File: src/rtl/ts_pkt_sync_pkg.sv
// Shared types and constants for the MPEG-TS packet synchroniser.
package ts_pkt_sync_pkg;

  typedef enum logic [1:0] {
    HUNT   = 2'd0,
    VERIFY = 2'd1,
    LOCK   = 2'd2
  } ts_state_e;

  localparam logic [7:0] TS_SYNC_BYTE  = 8'h47;
  localparam int         TS_PKT_LEN    = 188;
  localparam int         TS_PKT_LEN_RS = 204;

  function automatic logic [7:0] byte_cnt_inc(input logic [7:0] cnt, input logic [7:0] last);
    return (cnt == last) ? 8'd0 : cnt + 8'd1;
  endfunction

endpackage

File: src/rtl/ts_sync_fsm.sv
// Sync acquisition FSM: tracks byte position within the packet and qualifies
// each incoming byte as forwarded (with sop/eop/err) or dropped on sync loss.
module ts_sync_fsm
  import ts_pkt_sync_pkg::*;
#(
  parameter int         PKT_LEN   = TS_PKT_LEN,
  parameter logic [7:0] SYNC_BYTE = TS_SYNC_BYTE,
  parameter int         LOCK_CNT  = 3,
  parameter int         LOSS_CNT  = 2
) (
  input  logic       clk,
  input  logic       rst_n,
  input  logic [7:0] data,
  input  logic       valid,
  output logic       fwd,
  output logic       sop,
  output logic       eop,
  output logic       err,
  output logic       drop,
  output logic       locked
);

  localparam logic [7:0] LAST   = 8'(PKT_LEN - 1);
  localparam logic [3:0] LOCK_N = 4'(LOCK_CNT);
  localparam logic [3:0] LOSS_N = 4'(LOSS_CNT);

  ts_state_e  state_q, state_d;
  logic [7:0] byte_cnt_q, byte_cnt_d;
  logic [2:0] hit_q, hit_d;
  logic [2:0] miss_q, miss_d;
  logic       is_sync, boundary;
  logic [3:0] hit_inc, miss_inc;

  assign is_sync  = (data == SYNC_BYTE);
  assign boundary = (byte_cnt_q == 8'd0);
  assign hit_inc  = {1'b0, hit_q} + 4'd1;
  assign miss_inc = {1'b0, miss_q} + 4'd1;

  always_ff @(posedge clk) begin
    if (!rst_n) begin
      state_q    <= HUNT;
      byte_cnt_q <= 8'd0;
      hit_q      <= 3'd0;
      miss_q     <= 3'd0;
      locked     <= 1'b0;
    end else begin
      state_q    <= state_d;
      byte_cnt_q <= byte_cnt_d;
      hit_q      <= hit_d;
      miss_q     <= miss_d;
      locked     <= (state_d == LOCK);
    end
  end

  // A failed VERIFY or a lost LOCK returns to HUNT with byte_cnt at 0, so the
  // offending byte is never re-examined as a fresh sync candidate.
  always_comb begin
    state_d    = state_q;
    byte_cnt_d = byte_cnt_q;
    hit_d      = hit_q;
    miss_d     = miss_q;
    if (valid) begin
      case (state_q)
        HUNT: begin
          if (is_sync) begin
            byte_cnt_d = 8'd1;
            hit_d      = 3'd1;
            miss_d     = 3'd0;
            state_d    = (LOCK_N == 4'd1) ? LOCK : VERIFY;
          end
        end
        VERIFY: begin
          byte_cnt_d = byte_cnt_inc(byte_cnt_q, LAST);
          if (boundary) begin
            if (is_sync) begin
              hit_d = hit_inc[2:0];
              if (hit_inc == LOCK_N) begin
                state_d = LOCK;
                miss_d  = 3'd0;
              end
            end else begin
              state_d    = HUNT;
              hit_d      = 3'd0;
              byte_cnt_d = 8'd0;
            end
          end
        end
        LOCK: begin
          byte_cnt_d = byte_cnt_inc(byte_cnt_q, LAST);
          if (boundary) begin
            if (is_sync) begin
              miss_d = 3'd0;
            end else if (miss_inc == LOSS_N) begin
              state_d    = HUNT;
              byte_cnt_d = 8'd0;
              hit_d      = 3'd0;
              miss_d     = 3'd0;
            end else begin
              miss_d = miss_inc[2:0];
            end
          end
        end
        default: state_d = HUNT;
      endcase
    end
  end

  always_comb begin
    fwd  = 1'b0;
    sop  = 1'b0;
    eop  = 1'b0;
    err  = 1'b0;
    drop = 1'b0;
    if (valid) begin
      case (state_q)
        HUNT: begin
          if (is_sync && (LOCK_N == 4'd1)) begin
            fwd = 1'b1;
            sop = 1'b1;
          end
        end
        VERIFY: begin
          if (boundary && is_sync && (hit_inc == LOCK_N)) begin
            fwd = 1'b1;
            sop = 1'b1;
          end
        end
        LOCK: begin
          if (boundary && !is_sync && (miss_inc == LOSS_N)) begin
            drop = 1'b1;
          end else begin
            fwd = 1'b1;
            sop = boundary;
            eop = (byte_cnt_q == LAST);
            err = boundary && !is_sync;
          end
        end
        default: ;
      endcase
    end
  end

endmodule

File: src/rtl/ts_pkt_sync.sv
// MPEG-TS packet synchroniser: forwards whole, sync-aligned packets with
// SOP/EOP framing and keeps packet / sync-loss statistics.
module ts_pkt_sync
  import ts_pkt_sync_pkg::*;
#(
  parameter int         PKT_LEN   = TS_PKT_LEN,
  parameter logic [7:0] SYNC_BYTE = TS_SYNC_BYTE,
  parameter int         LOCK_CNT  = 3,
  parameter int         LOSS_CNT  = 2
) (
  input  logic        clk,
  input  logic        rst_n,
  input  logic [7:0]  ts_i_data,
  input  logic        ts_i_valid,
  output logic        ts_i_rdy,
  input  logic        pkt_o_rdy,
  output logic [7:0]  pkt_o_data,
  output logic        pkt_o_valid,
  output logic        pkt_o_sop,
  output logic        pkt_o_eop,
  output logic        pkt_o_err,
  output logic        sync_lock,
  output logic [31:0] pkt_cnt,
  output logic [15:0] loss_cnt
);

  logic       fwd, sop, eop, err, drop;
  logic [7:0] data_p1;
  logic       vld_p1, sop_p1, eop_p1, err_p1;

  function automatic logic [15:0] sat_inc16(input logic [15:0] v);
    return (v == 16'hFFFF) ? v : v + 16'd1;
  endfunction

  assign ts_i_rdy = pkt_o_rdy;

  ts_sync_fsm #(
    .PKT_LEN   (PKT_LEN),
    .SYNC_BYTE (SYNC_BYTE),
    .LOCK_CNT  (LOCK_CNT),
    .LOSS_CNT  (LOSS_CNT)
  ) u_fsm (
    .clk    (clk),
    .rst_n  (rst_n),
    .data   (ts_i_data),
    .valid  (ts_i_valid),
    .fwd    (fwd),
    .sop    (sop),
    .eop    (eop),
    .err    (err),
    .drop   (drop),
    .locked (sync_lock)
  );

  // Stage p0 -> p1: qualified input byte registered onto the packet port
  always_ff @(posedge clk) begin
    if (!rst_n) begin
      data_p1  <= 8'd0;
      vld_p1   <= 1'b0;
      sop_p1   <= 1'b0;
      eop_p1   <= 1'b0;
      err_p1   <= 1'b0;
      pkt_cnt  <= 32'd0;
      loss_cnt <= 16'd0;
    end else begin
      vld_p1 <= fwd;
      sop_p1 <= fwd && sop;
      eop_p1 <= fwd && eop;
      err_p1 <= fwd && err;
      if (fwd) data_p1 <= ts_i_data;
      if (fwd && eop) pkt_cnt <= pkt_cnt + 32'd1;
      if (drop) loss_cnt <= sat_inc16(loss_cnt);
    end
  end

  assign pkt_o_data  = data_p1;
  assign pkt_o_valid = vld_p1;
  assign pkt_o_sop   = sop_p1;
  assign pkt_o_eop   = eop_p1;
  assign pkt_o_err   = err_p1;

endmodule

File: config.mk
export PLATFORM = sky130hd
export DESIGN_NAME = ts_pkt_sync
export DESIGN_NICKNAME = d
export VERILOG_FILES = /design/src/rtl/ts_pkt_sync_pkg.sv /design/src/rtl/ts_sync_fsm.sv /design/src/rtl/ts_pkt_sync.sv
export SDC_FILE = /design/constraint.sdc
export NUM_CORES = 1
export LEC_CHECK = 0
export CORE_UTILIZATION = 47
export DETAILED_ROUTE_END_ITERATION = 7
export HOLD_SLACK_MARGIN = 0.05
export PLACE_DENSITY = 0.76
export SYNTH_ARGS = -nofsm -noshare
export SYNTH_HDL_FRONTEND = slang
export SYNTH_HIERARCHICAL = 1
export SYNTH_SLANG_ARGS = --single-unit
export TNS_END_PERCENT = 50
File: constraint.sdc
create_clock -name clk -period 2.78 [get_ports clk]
set_input_delay 0.556 -clock clk [delete_from_list [all_inputs] [get_ports clk]]
set_output_delay 0.556 -clock clk [all_outputs]
set_load 0.01 [all_outputs]
==> Word level (Yosys, flattened, before mapping) <==
Index checks and enable logic that the tools add are counted.
{ "totals": {"memories": 0, "inputBits": 12, "romBits": 0, "elab_cells": 96, "out_inout_bits": 62, "latch_bits": 0, "regBits": 77, "mem_bits_rw": 0} }
{ "classes": {"n_addsub": 5, "muxes": 48, "bitwise_logic": 1, "mul": 0, "n_lt_le_gt_ge": 0, "div_mod_pow": 0, "reduce_logical": 15, "n_eq_ne": 15, "n_shift": 0} }
{ "op_table": {"columns": ["operator", "n"], "rows": [
  ["$mux W8", 7],
  ["$mux W3", 13],
  ["$add A32 B1 Y32 const B", 1],
  ["$pmux W8 S3", 1],
  ["$pmux W3 S3", 2],
  ["$add A16 B1 Y16 const B", 1],
  ["$eq A16 B16 Y1 const B", 1],
  ["$mux W2", 8],
  ["$mux W1", 14],
  ["$reduce_and A7 Y1", 2],
  ["$ne A2 B1 Y1 const B", 6],
  ["$add A3 B1 Y4 const B", 2],
  ["$add A8 B1 Y8 const B", 1],
  ["$eq A4 B2 Y1 const B", 2],
  ["$eq A8 B7 Y1 const B", 1],
  ["$eq A8 B8 Y1 const B", 1],
  ["$logic_not A8 Y1", 1],
  ["$logic_and A1 B1 Y1", 7],
  ["$pmux W2 S3", 1],
  ["$eq A2 B2 Y1 const B", 2],
  ["$pmux W1 S2", 2],
  ["$reduce_and A3 Y1", 1],
  ["$reduce_bool A3 Y1", 1],
  ["$eq A2 B1 Y1 const B", 1],
  ["5 further kinds", 5]
]} }

==> Logic depth before layout (Yosys ltp) <==
{ "logic_depth": {"ltp_word": 8, "mapped_depth": 14, "ltp_nobuf": 12} }

==> By module <==
Netlist, hierarchy kept.
{ "modules_own_cells": {"columns": ["mod", "seq_area_each_um2", "area_each_um2", "cells_each", "instances"], "rows": [
  ["ts_pkt_sync", 1201.2, 2667.6, 297, 1],
  ["ts_sync_fsm", 340.3, 1357.6, 156, 1]
]} }

==> Worst setup path before layout <==
No wires, ideal clock.
{ "synth_timing": {"path_type": "input-to-reg", "startpoint": "input ts_i_data[3]", "endpoint": "register pkt_cnt[25]", "arrival_ns": 2.806, "path_slack_ns": -0.154, "required_time_ns": 2.652, "path_stages": 12, "setup_ns": 0.128, "cell_sequence": "nor4b_2 -> nand3_1 -> or3_1 -> o21a_1 -> nor2_1 -> buf_2 -> and3_1 -> nand4_1 -> buf_2 -> nor4_2 -> xnor2_1 -> nor2_1"} }
{ "synth_between": {"elab_chain_len": 8, "elab_cells_between_ends": 14, "classes_between": "eq/ne: 1; mux: 7; reduce/logical: 6"} }
{ "synth_lines": {"columns": ["element", "line_no", "source"], "rows": [
  ["from (decl)", "ts_pkt_sync.sv:13", "input logic [7:0] ts_i_data,"],
  ["$eq A8 B7 Y1 (*)", "ts_sync_fsm.sv:34", "assign is_sync = (data == SYNC_BYTE);"],
  ["$logic_not A1 Y1", "ts_sync_fsm.sv:129", "if (boundary && !is_sync && (miss_inc == LOSS_N)) begin"],
  ["$logic_and A1 B1 Y1 (2 in series)", "ts_sync_fsm.sv:129", null],
  ["$mux W1", "ts_sync_fsm.sv:129", null],
  ["$pmux W1 S2 (*)", "ts_sync_fsm.sv:115", "case (state_q)"],
  ["$mux W1 (*)", "ts_sync_fsm.sv:114", "if (valid) begin"],
  ["named net fwd", "ts_pkt_sync.sv:27", "logic fwd, sop, eop, err, drop;"],
  ["$logic_and A1 B1 Y1 (*)", "ts_pkt_sync.sv:71", "if (fwd && eop) pkt_cnt <= pkt_cnt + 32'd1;"],
  ["to (signal assigned)", "ts_pkt_sync.sv:71", null],
  ["to (decl)", "ts_pkt_sync.sv:23", "output logic [31:0] pkt_cnt,"]
]} }
The timed path passes the listed nets; every way through them passes the cells marked *.
A chain may end at the register's enable or synchronous reset.

==> Final worst setup path <==
{ "layout_timing": {"startpoint": "input ts_i_data[5]", "endpoint": "register pkt_cnt[17]"} }
Same word-level chain as after synthesis.

==> out/summary.txt <==
Outcome - completed
Synth Instances - 453
Largest net degree at the start of global routing - 35
First-pass iteration count of the detailed router - 4
Max-Cap Viols - 0
Nature of the critical path endpoint - flip-flop
Slew Limit Fails - 0
Slew headroom - 55.1%
Max FO, Critical Path - 6
Final setup vio count - 0
Synth-to-Final Area Change - 37.9%
Antenna violations before repair - 0
DP Wirelength - 7410 um
Net Count, Synth - 477
Max clock buf depth - 2
Die height - 94.5 um
Initial Util - 48.7%
Design Power - 1960 uW
Final Hold Fails - 0
Critical Path AT - 2980 ps
Seq/Total Area, Yosys - 38.3%
#FFs+latches synth - 77
Total core area - 8260 um2
Synth cell types - 64
Mean post-synth cell area - 8.89 um2
DRT Wirelength - 10200 um
Leakage Power - 0.00211 uW
First-pass GRT wire length - 17000 um
GPL Wtd Cong - 0.910
Layout Nets - 602
Synthesized cell area - 4030 um2
Fin area - 5550 um2
Post-route DRC - 0
Vias in the first global route - 3636
Initial DRC Count - 147
H-tree depth - 3
Fmax - 0.372 GHz
Row count - 33
Fraction of layout cells with a size suffix above 1 - 21.1%
Final ANT Viol Nets - 0
Max IR drop VDD - 0.000259 V
Num CTS Buffers - 9
Asr flop ratio synth - 0%
Yosys warnings - 6
Clk root buf - clkbuf_8
Pin slew with the least headroom to its limit - 668 ps
Commonest non-fill, non-tap cell in the layout - dfxtp_1
Via total after detailed routing - 3815
Full die area - 8940 um2
Post-synth EDFFs - 0
Clk sink count - 77
Aggregate global-route resource usage - 24.0%
CP required - 3070 ps
CP startpoint kind - primary input
Placed cell area - 5200 um2
Global route overflow - 0
Fin crit period - 2690 ps
Hold Crit Class - flip-flop to flip-flop
Setup CP Type - primary input to flip-flop
Clock-pin transition on the worst setup and hold timing paths - 80 ps
Worst-skew pair later-pin latency - 360 ps
CTS Hold Buffers Added - 0
Die span in x - 94.5 um
Commonest cells after routing, fill and taps aside - dfxtp_1, clkdlybuf4s50_1, nor2_1, buf_4, nand2_1
Clock skew - 13.0 ps
Avg WL per Cell - 14.8 um
Synth Flop Type - dfxtp_1
CTS tree - built
Routed vias/inst - 5.55
Num ports - 74
# diodes - 0
PortBufs - 71
Final period util - 96.6%
Power per Cell Area - 354 nW/um2
[final timing paths]
path | from | endpoint | slack, ps | depth (start not counted)
hold / removal | pkt_cnt[31] | pkt_cnt[31] | 480 | 2
setup / recovery | ts_i_data[5] | pkt_cnt[17] | 90 | 14
setup reg to reg | u_fsm/byte_cnt_q[0] | loss_cnt[13] | 130 | 12
hold reg to reg | pkt_cnt[31] | pkt_cnt[31] | 480 | 2
[through the flow]
stage / utilization [%] / std cells / hold WS [ps] / worst slack, ps / setup TNS (ps)
6_report: 67.2 / 688 / 480 / 93.3 / 0
5_1_grt: 67.2 / 688 / 506 / -20.1 / -26.2
4_1_cts: 66.1 / 685 / 484 / 20.3 / 0
3_5_place_dp: 63.0 / 662 / 472 / -686 / -20850
3_3_place_gp: 63.0 / 662 / 469 / -563 / -16420
2_1_floorplan: - / 453 / 460 / -63.5 / -254
[flip-flops by register name, indices dropped and copies added (netlist names)]
signal,flops
pkt_o_valid,1
u_fsm/state_q,2
pkt_o_err,1
pkt_o_data,8
u_fsm/miss_q,3
pkt_cnt,32
loss_cnt,16
pkt_o_eop,1
u_fsm/locked,1
u_fsm/hit_q,3
pkt_o_sop,1
u_fsm/byte_cnt_q,8
[cell type report]
cell class / instances / area, um2
multi-input cells: 344 / 2450
clock buffers: 9 / 124
inverters: 14 / 52.6
repair buffers: 132 / 1190
well taps: 105 / 131
clock inverters: 7 / 55.1
fillers: 660 / 2710
flip-flops and latches: 77 / 1550
[power breakdown]
group	internal, uW	total (uW)	leakage, uW	switching [uW]
Sequential	1100	1100	0.000621	0.0779
Combinational	29.7	65.7	0.00140	35.9
Clock	337	795	0.0000923	459
Total	1470	1960	0.00211	495
[what timing repair did]
action / in CTS / in global routing
setup endpoints to repair: 29 / 26
pin swaps: 13 / 9
resized for setup: 19 / 22
setup buffers: 7 / 3
[critical path, cell delays in order]
cell and delay, ps:
clkdlybuf4s15_2 210, nor4b_4 240, buf_4 150, buf_4 100
nand2_1 70, a41o_2 280, o21a_1 130, nor2_4 110
and3_4 190, nand4_1 100, buf_6 170, buf_4 160
or3_1 370, a21oi_2 130
[cells by family after synthesis]
logic type,synth area share (%)
XOR/XNOR,8.92
adder cells (fa/ha/maj),3.73
AND/OR/NAND/NOR,32.3
multiplexers,3.48
buffers and inverters,3.39
AO/OA/AOI/OAI,9.88
flip-flops,38.3
[per-layer routing]
| layer | wire, um | share of wire (%) | track usage, % | up-vias |
|---|---|---|---|---|
| li1 | - | - | - | 1862 |
| met1 | 4590 | 45 | 29.7 | 1838 |
| met2 | 5050 | 50 | 41.1 | 99 |
| met3 | 422 | 4.1 | 6.76 | 16 |
| met4 | 136 | 1.3 | 6.06 | 0 |
| met5 | 0 | 0 | 0 | - |
[cells in the mapped netlist, types with 11 or more instances]
cell type | number | area share, %
dfxtp_1 | 77 | 38
nor2_1 | 60 | 5.6
nand2_1 | 37 | 3.5
nand3_1 | 28 | 3.5
xnor2_1 | 21 | 4.6
xor2_1 | 20 | 4.4
and3_1 | 15 | 2.3
nand4_1 | 15 | 2.3
mux2i_1 | 14 | 3.5
a21oi_1 | 13 | 1.6
inv_1 | 13 | 1.2
ha_1 | 12 | 3.7
nor3_1 | 12 | 1.5
clkbuf_1 | 11 | 1.0
o21ai_0 | 11 | 1.4
Power figures use the tool's default switching activity.
